<file path="src/rtl/intcode_bit_serializer7.sv">
// rtl/intcode_bit_serializer7.sv - unpacks one Intcode byte into a bit stream; optional INTCODE_SER_BACK_TO_BACK_EN
module intcode_bit_serializer7 #(
  parameter int NBITS     = 7,
  parameter bit MSB_FIRST = 1'b0
) (
  input  logic       clk,
  input  logic       rst,
  input  logic [7:0] in_data,
  input  logic       in_valid,
  output logic       in_ready,
  output logic       bit_out,
  output logic       bit_valid,
  input  logic       bit_ready,
  output logic [2:0] bit_index,
  output logic       bit_last,
  output logic [6:0] split_out,
  output logic       err_bit7,
  input  logic       clr_err
);

  typedef enum logic {
    IDLE  = 1'b0,
    SHIFT = 1'b1
  } state_t;

  localparam logic [2:0] LAST_CNT     = 3'(NBITS - 1);
  localparam logic [6:0] PAYLOAD_MASK = 7'((1 << NBITS) - 1);

  state_t     state;
  logic [6:0] shreg;
  logic [2:0] cnt;
  logic [2:0] cnt_nxt;
  logic [2:0] first_idx;
  logic [2:0] next_idx;
  logic [6:0] load_bits;
  logic       in_xfer;
  logic       bit_xfer;

  // Map a stream position to the weight index of the bit sent at that position.
  function automatic logic [2:0] weight_of(input logic [2:0] pos);
    if (MSB_FIRST) begin
      return LAST_CNT - pos;
    end
    return pos;
  endfunction

  // Ready when idle; with back-to-back enabled also while the final bit is leaving.
`ifdef INTCODE_SER_BACK_TO_BACK_EN
  assign in_ready = (state == IDLE) || ((state == SHIFT) && bit_last && bit_ready);
`else
  assign in_ready = (state == IDLE);
`endif

  assign in_xfer   = in_valid && in_ready;
  assign bit_xfer  = bit_valid && bit_ready;
  assign cnt_nxt   = cnt + 3'd1;
  assign first_idx = weight_of(3'd0);
  assign next_idx  = weight_of(cnt_nxt);
  assign load_bits = in_data[6:0] & PAYLOAD_MASK;

  // Byte capture and bit sequencing; serial outputs are registered alongside the state.
  always_ff @(posedge clk or posedge rst) begin
    if (rst) begin
      state     <= IDLE;
      shreg     <= 7'd0;
      cnt       <= 3'd0;
      split_out <= 7'd0;
      bit_valid <= 1'b0;
      bit_out   <= 1'b0;
      bit_index <= 3'd0;
      bit_last  <= 1'b0;
    end else if (in_xfer) begin
      // A transfer only happens when idle or as the last bit leaves, so loading always wins.
      state     <= SHIFT;
      shreg     <= load_bits;
      split_out <= in_data[6:0];
      cnt       <= 3'd0;
      bit_valid <= 1'b1;
      bit_index <= first_idx;
      bit_out   <= load_bits[first_idx];
      bit_last  <= (LAST_CNT == 3'd0);
    end else if ((state == SHIFT) && bit_xfer) begin
      if (cnt == LAST_CNT) begin
        state     <= IDLE;
        cnt       <= 3'd0;
        bit_valid <= 1'b0;
        bit_out   <= 1'b0;
        bit_index <= 3'd0;
        bit_last  <= 1'b0;
      end else begin
        cnt       <= cnt_nxt;
        bit_index <= next_idx;
        bit_out   <= shreg[next_idx];
        bit_last  <= (cnt_nxt == LAST_CNT);
      end
    end
  end

  // Sticky bit-7 error; a new error in the same cycle as a clear keeps the flag set.
  always_ff @(posedge clk or posedge rst) begin
    if (rst) begin
      err_bit7 <= 1'b0;
    end else if (in_xfer && in_data[7]) begin
      err_bit7 <= 1'b1;
    end else if (clr_err) begin
      err_bit7 <= 1'b0;
    end
  end

endmodule

</file>
<file path="config.mk">
export PLATFORM = sky130hd
export DESIGN_NAME = intcode_bit_serializer7
export DESIGN_NICKNAME = d
export VERILOG_FILES = /design/src/rtl/intcode_bit_serializer7.sv
export SDC_FILE = /design/constraint.sdc
export NUM_CORES = 1
export LEC_CHECK = 0
export CAP_MARGIN = 20
export CORE_UTILIZATION = 31
export DETAILED_ROUTE_END_ITERATION = 6
export GPL_TIMING_DRIVEN = 0
export PLACE_DENSITY_LB_ADDON = 0.1
export SYNTH_ARGS = -nofsm -noshare
export SYNTH_HDL_FRONTEND = slang
export SYNTH_SLANG_ARGS = --single-unit
</file>
<file path="constraint.sdc">
create_clock -name clk -period 1.3 [get_ports clk]
set_input_delay 0.39 -clock clk [delete_from_list [all_inputs] [get_ports clk]]
set_output_delay 0.39 -clock clk [all_outputs]
set_load 0.03 [all_outputs]
</file>
==> metrics.md <==
| Metric | Value |
|---|---|
| Number of synthesized flops with an enable pin | `0` |
| Netlist area before placement | `719 um^2` |
| Router iterations before antenna repair | `4` |
| Unrepaired setup endpoints after global routing | `true` |
| Sinks on Clock Net | `14` |
| Number of fillers in the final layout | `215` |
| Max rail drop VDD | `1.14 mV` |
| FF-to-FF path depth | `5` |
| Type of the tightest min-delay check | `in -> async` |
| Fraction of the core area covered by cells at the end of the flow | `53.5%` |
| Total core area | `2190 um^2` |
| Sequence of cells on the critical path | `buf_6, inv_4, buf_6` |
| Final max-slew violation count | `0` |
| Wire length of the first global-routing pass | `2.45 mm` |
| Die ar. | `2520 um^2` |
| Clock buffers created by TritonCTS | `3` |
| Synthesis-to-layout area growth | `63.0%` |
| Clock root buffer | `clkbuf_4` |
| Number of placement rows | `17` |
| Most used cell, CP | `buf_6` |
| Initial core utilization | `32.8%` |
| Clock tree from TritonCTS | `yes` |
| Required time at the worst-slack endpoint | `0.91 ns` |
| Vertical die dimension | `50.2 um` |
| Cell area after placement | `1070 um^2` |
| Endpoints failing hold | `0` |
| Number of cells in the design after placement | `117` |
| Final total negative setup slack | `-0.134 ns` |
| Count of state elements after synthesis | `14` |
| Endpoint of the lowest-slack register-to-register path | `bit_out` |
| Power Density | `2420 nW/um^2` |
| Initial antenna violation count | `0` |
| GR Util All Layers | `13.7%` |
| Post-layout worst setup margin | `-0.0779 ns` |
| Outcome | `complete, but fails checks` |
| Pin slew with the least headroom to its limit | `0.540 ns` |
| Proportion of synthesized chip area in sequential cells | `48.7%` |
| IO buf count | `27` |
| Clock edge transition at the registers on the reported setup and hold paths | `0.09 ns` |
| Final instance area | `1170 um^2` |
| Combinational group share of total power | `60.0%` |
| Synth Net Count | `78` |
| Number of design-rule violations left by the first detailed-router iteration | `10` |
| Detailed Route WL | `1.59 mm` |
| Total number of H-tree levels | `1` |
| Most instantiated library cell after synthesis | `dfrtp_1` |
| Sort of element at the end of the critical path | `output pin` |
| Maximum number of pins on one net before global-route repair | `15` |
| Total leakage power | `0.547 nW` |
| Number of nets in the layout | `119` |
| Slew Limit Headroom | `64.0%` |
| Synth top area share | `48.7%` |
| Latest clock arrival within the worst-skew pair | `0.28 ns` |
| Launch instance of the worst register-to-register path | `cnt[0]` |
| IO Count | `28` |
| Seq pwr share | `28.5%` |
| Yosys top cell by area | `dfrtp_1` |
| Synthesized netlist cell count | `62` |
| Crit path DAT | `0.99 ns` |
| Delay of the slowest cell on the worst path | `0.41 ns` |
| Net Switching | `1.17 mW` |
| Post-route insts no fill | `130` |
| Critical Path Start Type | `register` |
| Setup skew after layout | `0.00461 ns` |
| Estimated wirelength of the detail-placed design | `1.03 mm` |
| Max Clk Rate | `0.726 GHz` |
| Residual antenna-violating net count after detailed routing | `0` |
| Beginning of the critical path | `state` |
| Placer congestion estimate | `0.735` |
| Failing checks | `setup timing` |
| Distinct cell type count of the synthesized netlist | `22` |
| Syn avg cell area | `11.6 um^2` |
| Most area-consuming cells after synthesis | `dfrtp_1 (49%), mux2_2 (6.3%), ha_1 (5.2%)` |
| Proportion of total power due to net switching | `41.3%` |
| Die W | `50.2 um` |
| Internal Dissipation | `1.66 mW` |
| Share of post-route cells with drive strength above 1 | `50.0%` |
| Most used standard cells in the synthesized netlist | `dfrtp_1 (14), nand2_1 (8), inv_1 (6), mux2_2 (4), o21ai_0 (4)` |
| Library cell contributing the largest single delay on the critical path | `dfrtp_2` |
| # DRC | `0` |
| Total gr overflow | `0` |
| Via count | `593` |
| WS Path Type | `reg -> out` |
| Number of global-route vias before repair | `537` |
| Most instantiated flip-flop cell in the synthesis netlist | `dfrtp_1` |
| Via-per-instance ratio | `4.56` |
| Fraction of synthesis flops using an asynchronous set or reset pin | `100%` |
| Final worst path period need | `1.38 ns` |
| Critical Path Sink | `in_ready` |
| Final routed wire length divided by cell count | `12.2 um` |
| Clock share of power | `11.5%` |
| Number of antenna diodes | `0` |
| Crit-path max FO | `4` |
| Final worst-path cycle share | `106%` |
| Max-cap check violation count | `0` |
| Worst reg-to-reg setup slack | `-0.06 ns` |
| Largest buffer count on any clock path | `2` |
| Yosys warns | `0` |
| Setup Viol. Count Final | `2` |
-- logic make-up after synthesis --
logic type,share of synthesized area [%]
AO/OA/AOI/OAI,10.4
XOR/XNOR,3.83
adder cells (fa/ha/maj),5.22
buffers and inverters,4.52
flip-flops,48.7
multiplexers,18.3
AND/OR/NAND/NOR,9.04
-- metal layers --
layer | track usage (%) | up-vias | routed length [um] | share of wire [%]
li1 | - | 292 | - | -
met1 | 19.7 | 286 | 726 | 46
met2 | 18.2 | 13 | 768 | 48
met3 | 3.03 | 2 | 76 | 4.8
met4 | 8.57 | 0 | 14 | 0.88
met5 | 0 | - | 0 | 0
-- final cells by class --
cell class              count  area (um^2)  share of cell area (%)
multi-input cells          40          392                    33.4
well taps                  28         35.0                    2.99
flip-flops and latches     14          355                    30.3
clock buffers               4         36.3                    3.09
plain buffers               2         22.5                    1.92
repair buffers             36          307                    26.1
inverters                   6         25.0                    2.13
-- worst min-delay path by stage --
stage / startpoint / endpoint / slack, ns / cells after the start
final: rst / shreg[3] / 0.44 / 2
after global routing: rst / shreg[0] / 0.47 / 2
after CTS: rst / bit_out / 0.45 / 2
after detailed placement: bit_last / bit_last / 0.50 / 2
after global placement: bit_last / bit_last / 0.49 / 2
after floorplan: rst / bit_last / 0.28 / 1
-- flip-flops by register name (all words and copies together) (netlist names) --
register  count
shreg         7
cnt           3
bit_last      1
bit_out       1
err_bit7      1
state         1
-- through the flow --
stage | worst slack, ns | power (mW) | hold slack [ns]
after global placement | -0.450 | 2.39 | 0.485
after detailed placement | -0.447 | 2.40 | 0.503
final | -0.0779 | 2.83 | 0.441
after global routing | -0.128 | 3.01 | 0.475
after CTS | -0.0920 | 2.74 | 0.454
after floorplan | -0.135 | 1.85 | 0.279
-- repair_timing --
action | 4_1_cts | 5_1_grt
endpoints found under the setup margin | 24 | 15
hold buffers | 0 | 0
cloned | 0 | 0
setup buffers | 7 | 2
resized for setup | 87 | 17
-- cells in the final DEF (no fill, tap or decap), types with 2 or more instances in the layout --
master	n
clkbuf_4	4
nand2_1	8
dfrtp_1	10
buf_2	6
o21ai_1	2
clkdlybuf4s50_1	11
inv_1	4
mux2i_1	2
buf_4	11
dfrtp_2	4
o21ai_0	4
buf_6	8
mux2_4	6
-- power groups by stage --
stage	Combinational, mW	Sequential [mW]	Clock, mW
after floorplan	0.670	1.18	0
after CTS	1.60	0.804	0.335
after detailed placement	1.54	0.852	0
after global placement	1.54	0.845	0
final	1.70	0.807	0.325
after global routing	1.81	0.843	0.359
-- critical path: cells and delay by family (launching register included) --
family / cells / cell delay (ns)
buffers and inverters: 3 / 0.30
DFF: 1 / 0.41
Power figures use the tool's default switching activity.
